===== config.mk =====
export PLATFORM = sky130hd
export DESIGN_NAME = nfc_atom_ca_latch_flat
export DESIGN_NICKNAME = d
export VERILOG_FILES = /design/src/rtl/nfc_atom_ca_latch_if.sv /design/src/rtl/nfc_atom_ca_latch.sv /design/src/flat_wrapper.sv
export SDC_FILE = /design/constraint.sdc
export NUM_CORES = 1
export LEC_CHECK = 0
export BUFFER_PORTS_ARGS = -buffer_cell sky130_fd_sc_hd__buf_2
export CORE_MARGIN = 5
export CORE_UTILIZATION = 55
export CTS_BUF_LIST = sky130_fd_sc_hd__clkbuf_4 sky130_fd_sc_hd__clkbuf_8
export CTS_CLUSTER_DIAMETER = 120
export DETAILED_ROUTE_END_ITERATION = 12
export MAX_ROUTING_LAYER = met4
export PLACE_DENSITY = 0.82
export SYNTH_ARGS = -nofsm -noshare
export SYNTH_HDL_FRONTEND = slang
export SYNTH_SLANG_ARGS = --single-unit

===== constraint.sdc =====
create_clock -name iSystemClock -period 3.6 [get_ports iSystemClock]
set_input_delay 0.36 -clock iSystemClock [delete_from_list [all_inputs] [get_ports iSystemClock]]
set_output_delay 0.36 -clock iSystemClock [all_outputs]
set_load 0.02 [all_outputs]

===== src/rtl/nfc_atom_ca_latch_if.sv =====
// ============================================================================
// Module   : nfc_atom_ca_latch_if
// Brief    : Command-side request/response and NAND pin bundle for the
//            atomic CA latch generator.
// Revision : 1.0
// ============================================================================
`default_nettype none

interface nfc_atom_ca_latch_if #(
    parameter int NumberOfWays = 4
);
    logic                    iStart;
    logic                    oReady;
    logic                    oLastStep;
    logic [NumberOfWays-1:0] iTargetWay;
    logic [15:0]             iNumOfData;
    logic                    iCASelect;
    logic [39:0]             iCAData;
    logic [NumberOfWays-1:0] oCE_n;
    logic                    oCLE;
    logic                    oALE;
    logic                    oWE_n;
    logic [7:0]              oDQ;
    logic                    oDQOE;

    modport master (
        output iStart, iTargetWay, iNumOfData, iCASelect, iCAData,
        input  oReady, oLastStep, oCE_n, oCLE, oALE, oWE_n, oDQ, oDQOE
    );

    modport slave (
        input  iStart, iTargetWay, iNumOfData, iCASelect, iCAData,
        output oReady, oLastStep, oCE_n, oCLE, oALE, oWE_n, oDQ, oDQOE
    );
endinterface

`default_nettype wire


===== src/rtl/nfc_atom_ca_latch.sv =====
// ============================================================================
// Module   : nfc_atom_ca_latch
// Brief    : Drives the CLE/ALE/WE#/DQ pin sequence for 1-5 command or
//            address bytes; all pin outputs come straight from flops.
// Revision : 1.0
// ============================================================================
`default_nettype none

module nfc_atom_ca_latch #(
    parameter int NumberOfWays = 4,
    parameter int tCS_CYC      = 3,
    parameter int tWP_CYC      = 2,
    parameter int tWH_CYC      = 2,
    parameter int tCH_CYC      = 2
) (
    input  wire logic             iSystemClock,
    input  wire logic             iReset,
    nfc_atom_ca_latch_if.slave    bus
);

    localparam logic [3:0] CS_LD = 4'(tCS_CYC - 1);
    localparam logic [3:0] WP_LD = 4'(tWP_CYC - 1);
    localparam logic [3:0] WH_LD = 4'(tWH_CYC - 1);
    localparam logic [3:0] CH_LD = 4'(tCH_CYC - 1);

    typedef enum logic [2:0] {
        S_IDLE    = 3'd0,
        S_SETUP   = 3'd1,
        S_WE_LOW  = 3'd2,
        S_WE_HIGH = 3'd3,
        S_HOLD    = 3'd4,
        S_DONE    = 3'd5
    } state_t;

    state_t                  state, state_nxt;
    logic [3:0]              cnt, cnt_nxt;
    logic [2:0]              rem, rem_nxt;
    logic [39:0]             data, data_nxt;
    logic [NumberOfWays-1:0] way, way_nxt;
    logic                    casel, casel_nxt;
    logic                    has_bytes, has_bytes_nxt;

    logic [2:0]              num_clamped;
    logic                    active;
    logic [NumberOfWays-1:0] ce_nxt;
    logic                    cle_nxt, ale_nxt, we_nxt, dqoe_nxt, ready_nxt, last_nxt;
    logic [7:0]              dq_nxt;

    assign num_clamped = (bus.iNumOfData > 16'd5) ? 3'd5 : bus.iNumOfData[2:0];

    always_comb begin
        state_nxt     = state;
        cnt_nxt       = cnt;
        rem_nxt       = rem;
        data_nxt      = data;
        way_nxt       = way;
        casel_nxt     = casel;
        has_bytes_nxt = has_bytes;

        case (state)
            S_IDLE: begin
                if (bus.iStart && bus.oReady) begin
                    state_nxt     = S_SETUP;
                    cnt_nxt       = CS_LD;
                    rem_nxt       = num_clamped;
                    has_bytes_nxt = (num_clamped != 3'd0);
                    data_nxt      = bus.iCAData;
                    way_nxt       = bus.iTargetWay;
                    casel_nxt     = bus.iCASelect;
                end
            end
            S_SETUP: begin
                if (cnt == 4'd0) begin
                    if (rem == 3'd0) begin
                        state_nxt = S_DONE;
                    end else begin
                        state_nxt = S_WE_LOW;
                        cnt_nxt   = WP_LD;
                    end
                end else begin
                    cnt_nxt = cnt - 4'd1;
                end
            end
            S_WE_LOW: begin
                if (cnt == 4'd0) begin
                    state_nxt = S_WE_HIGH;
                    cnt_nxt   = WH_LD;
                end else begin
                    cnt_nxt = cnt - 4'd1;
                end
            end
            S_WE_HIGH: begin
                if (cnt == 4'd0) begin
                    data_nxt = {data[31:0], 8'h00};
                    rem_nxt  = rem - 3'd1;
                    if (rem > 3'd1) begin
                        state_nxt = S_WE_LOW;
                        cnt_nxt   = WP_LD;
                    end else begin
                        state_nxt = S_HOLD;
                        cnt_nxt   = CH_LD;
                    end
                end else begin
                    cnt_nxt = cnt - 4'd1;
                end
            end
            S_HOLD: begin
                if (cnt == 4'd0) begin
                    state_nxt = S_DONE;
                end else begin
                    cnt_nxt = cnt - 4'd1;
                end
            end
            S_DONE:  state_nxt = S_IDLE;
            default: state_nxt = S_IDLE;
        endcase

        // Pins are registered from the next state so they line up with it.
        active    = (state_nxt == S_SETUP) || (state_nxt == S_WE_LOW) ||
                    (state_nxt == S_WE_HIGH) || (state_nxt == S_HOLD);
        ce_nxt    = active ? way_nxt : '1;
        cle_nxt   = active && has_bytes_nxt && casel_nxt;
        ale_nxt   = active && has_bytes_nxt && !casel_nxt;
        we_nxt    = (state_nxt != S_WE_LOW);
        dq_nxt    = active ? data_nxt[39:32] : 8'h00;
        dqoe_nxt  = active;
        ready_nxt = (state_nxt == S_IDLE);
        last_nxt  = (state_nxt == S_DONE);
    end

    always_ff @(posedge iSystemClock or posedge iReset) begin
        if (iReset) begin
            state         <= S_IDLE;
            cnt           <= 4'd0;
            rem           <= 3'd0;
            data          <= 40'd0;
            way           <= '1;
            casel         <= 1'b0;
            has_bytes     <= 1'b0;
            bus.oReady    <= 1'b1;
            bus.oLastStep <= 1'b0;
            bus.oCE_n     <= '1;
            bus.oCLE      <= 1'b0;
            bus.oALE      <= 1'b0;
            bus.oWE_n     <= 1'b1;
            bus.oDQ       <= 8'h00;
            bus.oDQOE     <= 1'b0;
        end else begin
            state         <= state_nxt;
            cnt           <= cnt_nxt;
            rem           <= rem_nxt;
            data          <= data_nxt;
            way           <= way_nxt;
            casel         <= casel_nxt;
            has_bytes     <= has_bytes_nxt;
            bus.oReady    <= ready_nxt;
            bus.oLastStep <= last_nxt;
            bus.oCE_n     <= ce_nxt;
            bus.oCLE      <= cle_nxt;
            bus.oALE      <= ale_nxt;
            bus.oWE_n     <= we_nxt;
            bus.oDQ       <= dq_nxt;
            bus.oDQOE     <= dqoe_nxt;
        end
    end

endmodule

`default_nettype wire


===== src/flat_wrapper.sv =====
// flat-port wrapper written by rule: the top's interface ports become plain ports
module nfc_atom_ca_latch_flat 
#(
    parameter int NumberOfWays = 4,
    parameter int tCS_CYC      = 3,
    parameter int tWP_CYC      = 2,
    parameter int tWH_CYC      = 2,
    parameter int tCH_CYC      = 2
)
  (iSystemClock, iReset, bus_iStart, bus_iTargetWay, bus_iNumOfData, bus_iCASelect, bus_iCAData, bus_oReady, bus_oLastStep, bus_oCE_n, bus_oCLE, bus_oALE, bus_oWE_n, bus_oDQ, bus_oDQOE);
  nfc_atom_ca_latch_if #(.NumberOfWays(NumberOfWays)) bus_i ();
  input  wire logic iSystemClock;
  input  wire logic iReset;
  input wire logic [$bits(bus_i.iStart)-1:0] bus_iStart;
  input wire logic [$bits(bus_i.iTargetWay)-1:0] bus_iTargetWay;
  input wire logic [$bits(bus_i.iNumOfData)-1:0] bus_iNumOfData;
  input wire logic [$bits(bus_i.iCASelect)-1:0] bus_iCASelect;
  input wire logic [$bits(bus_i.iCAData)-1:0] bus_iCAData;
  output wire logic [$bits(bus_i.oReady)-1:0] bus_oReady;
  output wire logic [$bits(bus_i.oLastStep)-1:0] bus_oLastStep;
  output wire logic [$bits(bus_i.oCE_n)-1:0] bus_oCE_n;
  output wire logic [$bits(bus_i.oCLE)-1:0] bus_oCLE;
  output wire logic [$bits(bus_i.oALE)-1:0] bus_oALE;
  output wire logic [$bits(bus_i.oWE_n)-1:0] bus_oWE_n;
  output wire logic [$bits(bus_i.oDQ)-1:0] bus_oDQ;
  output wire logic [$bits(bus_i.oDQOE)-1:0] bus_oDQOE;
  assign bus_i.iStart = bus_iStart;
  assign bus_i.iTargetWay = bus_iTargetWay;
  assign bus_i.iNumOfData = bus_iNumOfData;
  assign bus_i.iCASelect = bus_iCASelect;
  assign bus_i.iCAData = bus_iCAData;
  assign bus_oReady = bus_i.oReady;
  assign bus_oLastStep = bus_i.oLastStep;
  assign bus_oCE_n = bus_i.oCE_n;
  assign bus_oCLE = bus_i.oCLE;
  assign bus_oALE = bus_i.oALE;
  assign bus_oWE_n = bus_i.oWE_n;
  assign bus_oDQ = bus_i.oDQ;
  assign bus_oDQOE = bus_i.oDQOE;
  nfc_atom_ca_latch #(.NumberOfWays(NumberOfWays), .tCS_CYC(tCS_CYC), .tWP_CYC(tWP_CYC), .tWH_CYC(tWH_CYC), .tCH_CYC(tCH_CYC)) u_core (.iSystemClock(iSystemClock), .iReset(iReset), .bus(bus_i));
endmodule

==> impl_metrics.py <==
metrics = {
    "die": {
        "die_area_mm2": 0.00753,
        "fp.dieW_um": 86.8,
        "core_area_mm2": 0.00582,
        "ios": 82,
        "floorplan.initialDensity_pct": 55.7,
        "row_count": 28,
        "die_h_um": 86.8,
    },
    "clocking": {
        "cts_resized": 0,
        "clock_latency_ns": 0.34,
        "htreeDepth": 3,
        "clockBufferDepth": 2,
        "clkTransAtPathRegs_ns": 0.07,
        "cts_buffers": 9,
        "cts_tree": "done",
        "clkSinkCount": 74,
        "cts_setup_buffers": 0,
        "cts_hold_buffers": 0,
        "root_buffer": "clkbuf_8",
    },
    "critical_path": {
        "cp.arrival_ns": 2.66,
        "end_kind": "flop",
        "rr_worst_depth": 4,
        "cp_num_cells": 4,
        "path_class": "reg -> reg",
        "cp_top_family": "simple AND/OR/NAND/NOR gates",
        "critPathLaunchType": "flop",
        "path_max_fanout": 22,
        "crit_path_cell_trace": "and2_1, and2_1, mux2_2, or2_2",
        "cpMostUsedCell": "and2_1",
        "crit_path_max_incr_delay_ns": 0.72,
        "crit_required_ns": 3.86,
        "slowest_stage": "and2_1",
        "critPathBufInv": 0,
    },
    "sta": {
        "slew_headroom_pct": 46.2,
        "hold_viol": 0,
        "fin_crit_sh_pct": 66.4,
        "worst_slew_pin_slew_ns": 0.808,
        "final-setup-viol-count": 0,
        "rsz0062_at_grt": "no",
        "fin_skew_ns": 0.00770,
        "setup-tns-final_ns": 0,
        "min_period_ns": 2.39,
        "clock.fmax_mhz": 418,
        "slew_viol_final": 0,
    },
    "global_route": {
        "grt_pass1_wl_um": 11300,
        "overflow": 0,
        "grt_pass1_vias": 2433,
        "grt_max_degree": 53,
        "antenna_found_initial": 0,
        "grt_use_total_pct": 19.9,
    },
    "synth": {
        "yosysSeqAreaShare_pct": 57.5,
        "synth_edf_count": 0,
        "synth-seq-cells": 74,
        "synth_common_cells": "64 x dfrtp_1, 55 x nand2_1, 24 x a22oi_1",
        "synth.top_cells.by_area": "dfrtp_1 49%, dfstp_2 8.1%, nand2_1 6.4%",
        "async_flop_share_pct": 100,
        "synthCells": 297,
        "synth_most_common_cell": "dfrtp_1",
        "yosys.area.top_type": "dfrtp_1",
        "ys_warn_count": 0,
        "yosysTopAreaCellShare_pct": 49.4,
        "syn_avg_cell_area_um2": 10.9,
        "synth_cell_type_count": 46,
        "ys.flop_type": "dfrtp_1",
        "netlist_area_mm2": 0.00324,
        "syn_nets": 366,
    },
    "drt": {
        "drtIter0Drc": 151,
        "wl_per_cell_um": 15.0,
        "totalWireLength_um": 6800,
        "num_vias": 2464,
        "drc_errors": 0,
        "dr.pass1.iters": 4,
        "viasPerCell": 5.43,
        "drtAntennaViolNets": 0,
    },
    "final_layout": {
        "fill_cells": 495,
        "fin_nets": 443,
        "seq_area_mm2": 0.00186,
        "fin_util_pct": 66.5,
        "antenna_cells": 0,
        "multi_input_area_mm2": 0.00123,
        "drive_gt1_share_pct": 33.2,
        "syn_to_final_growth_pct": 19.4,
        "design_area_mm2": 0.00387,
    },
    "place": {
        "place_area_mm2": 0.00366,
        "dp_hpwl_um": 4860,
        "io_buffers": 81,
        "routabilityCongestion": 0.830,
    },
    "power_and_ir_drop": {
        "p_leak_nw": 1.95,
        "p_per_area_mw_per_mm2": 827,
        "ir_drop_uv": 449,
    },
    "status": {
        "status": "finished, final reports clean",
    },
    "run": {
        "maxCapViolCount": 0,
    },
    "worst_hold_path": {
        "hold_class": "in -> async",
    },
}
-- worst paths after layout --
path / from / end / slack, ns
max: u_core.bus.oReady$_DFF_PP1_ / u_core.bus.oCE_n[1]$_DFF_PP1_ / 1.21
min: iReset / u_core.bus.oCLE$_DFF_PP0_ / 0.03
max reg2reg: u_core.bus.oReady$_DFF_PP1_ / u_core.bus.oCE_n[1]$_DFF_PP1_ / 1.21
min reg2reg: u_core.data[31]$_DFFE_PP0P_ / u_core.data[31]$_DFFE_PP0P_ / 0.48
max in group asynchronous: iReset / u_core.bus.oDQOE$_DFF_PP0_ / 2.58
min in group iSystemClock: bus_iCAData[1] / u_core.data[1]$_DFFE_PP0P_ / 0.24
-- power breakdown --
group / internal [mW] / switching, mW
Sequential: 1.23 / 0.203
Combinational: 0.478 / 0.635
Clock: 0.364 / 0.289
Total: 2.08 / 1.13
-- layout make-up --
| class | count | area share (%) |
|---|---|---|
| Clock buffer | 12 | 4.11 |
| Clock inverter | 4 | 1.29 |
| Inverter | 10 | 0.970 |
| Multi-Input combinational cell | 194 | 31.8 |
| Sequential cell | 74 | 48.2 |
| Tap cell | 75 | 2.42 |
| Timing Repair Buffer | 85 | 11.3 |
-- cell usage in the layout, fill, tap and decap left out, types with 9 or more instances in the layout --
cell       n
buf_2     81
dfrtp_1   64
nand2_1   55
a22oi_1   24
clkbuf_8  11
and2_1    10
dfstp_2   10
and3_1     9
a221o_1    9
-- routing by layer --
layer / part of all wire (%) / track usage [%] / up-vias
met5: 0 / - / -
met4: 3.0 / 9.63 / 0
met3: 4.8 / 3.33 / 19
met2: 47 / 29.6 / 74
met1: 45 / 26.8 / 1159
li1: - / - / 1212
-- flip-flops by register name, summed over array words and instances (netlist names) --
register and cells:
u_core.bus.oDQOE 1, u_core.bus.oDQ 8, u_core.bus.oReady 1, u_core.way 4, u_core.data 40, u_core.has_bytes 1, u_core.bus.oLastStep 1, u_core.cnt 4
u_core.state 3, u_core.casel 1, u_core.bus.oCLE 1, u_core.bus.oALE 1, u_core.rem 3, u_core.bus.oCE_n 4, u_core.bus.oWE_n 1
-- stage by stage --
step / power [mW] / worst slack, ns / hold slack [ns] / cells
2_1_floorplan: 2.28 / 1.37 / 0.446 / 297
3_3_place_gp: 2.51 / 1.25 / 0.391 / 438
3_5_place_dp: 2.56 / 1.21 / 0.405 / 438
4_1_cts: 3.22 / 1.21 / 0.0369 / 454
5_1_grt: 3.44 / 1.06 / 0.0628 / 454
6_report: 3.20 / 1.21 / 0.0251 / 454
-- cell families (layout without fill, tap and decap cells) --
family,count (synthesis),after routing,synth area share [%]
multiplexers,6,6,2.05
AO/OA/AOI/OAI,69,69,16.4
flip-flops,74,74,57.5
adder cells (fa/ha/maj),5,5,1.93
AND/OR/NAND/NOR,114,114,17.6
buffers and inverters,29,111,4.52
No activity file was read; power rests on OpenSTA's default activity.
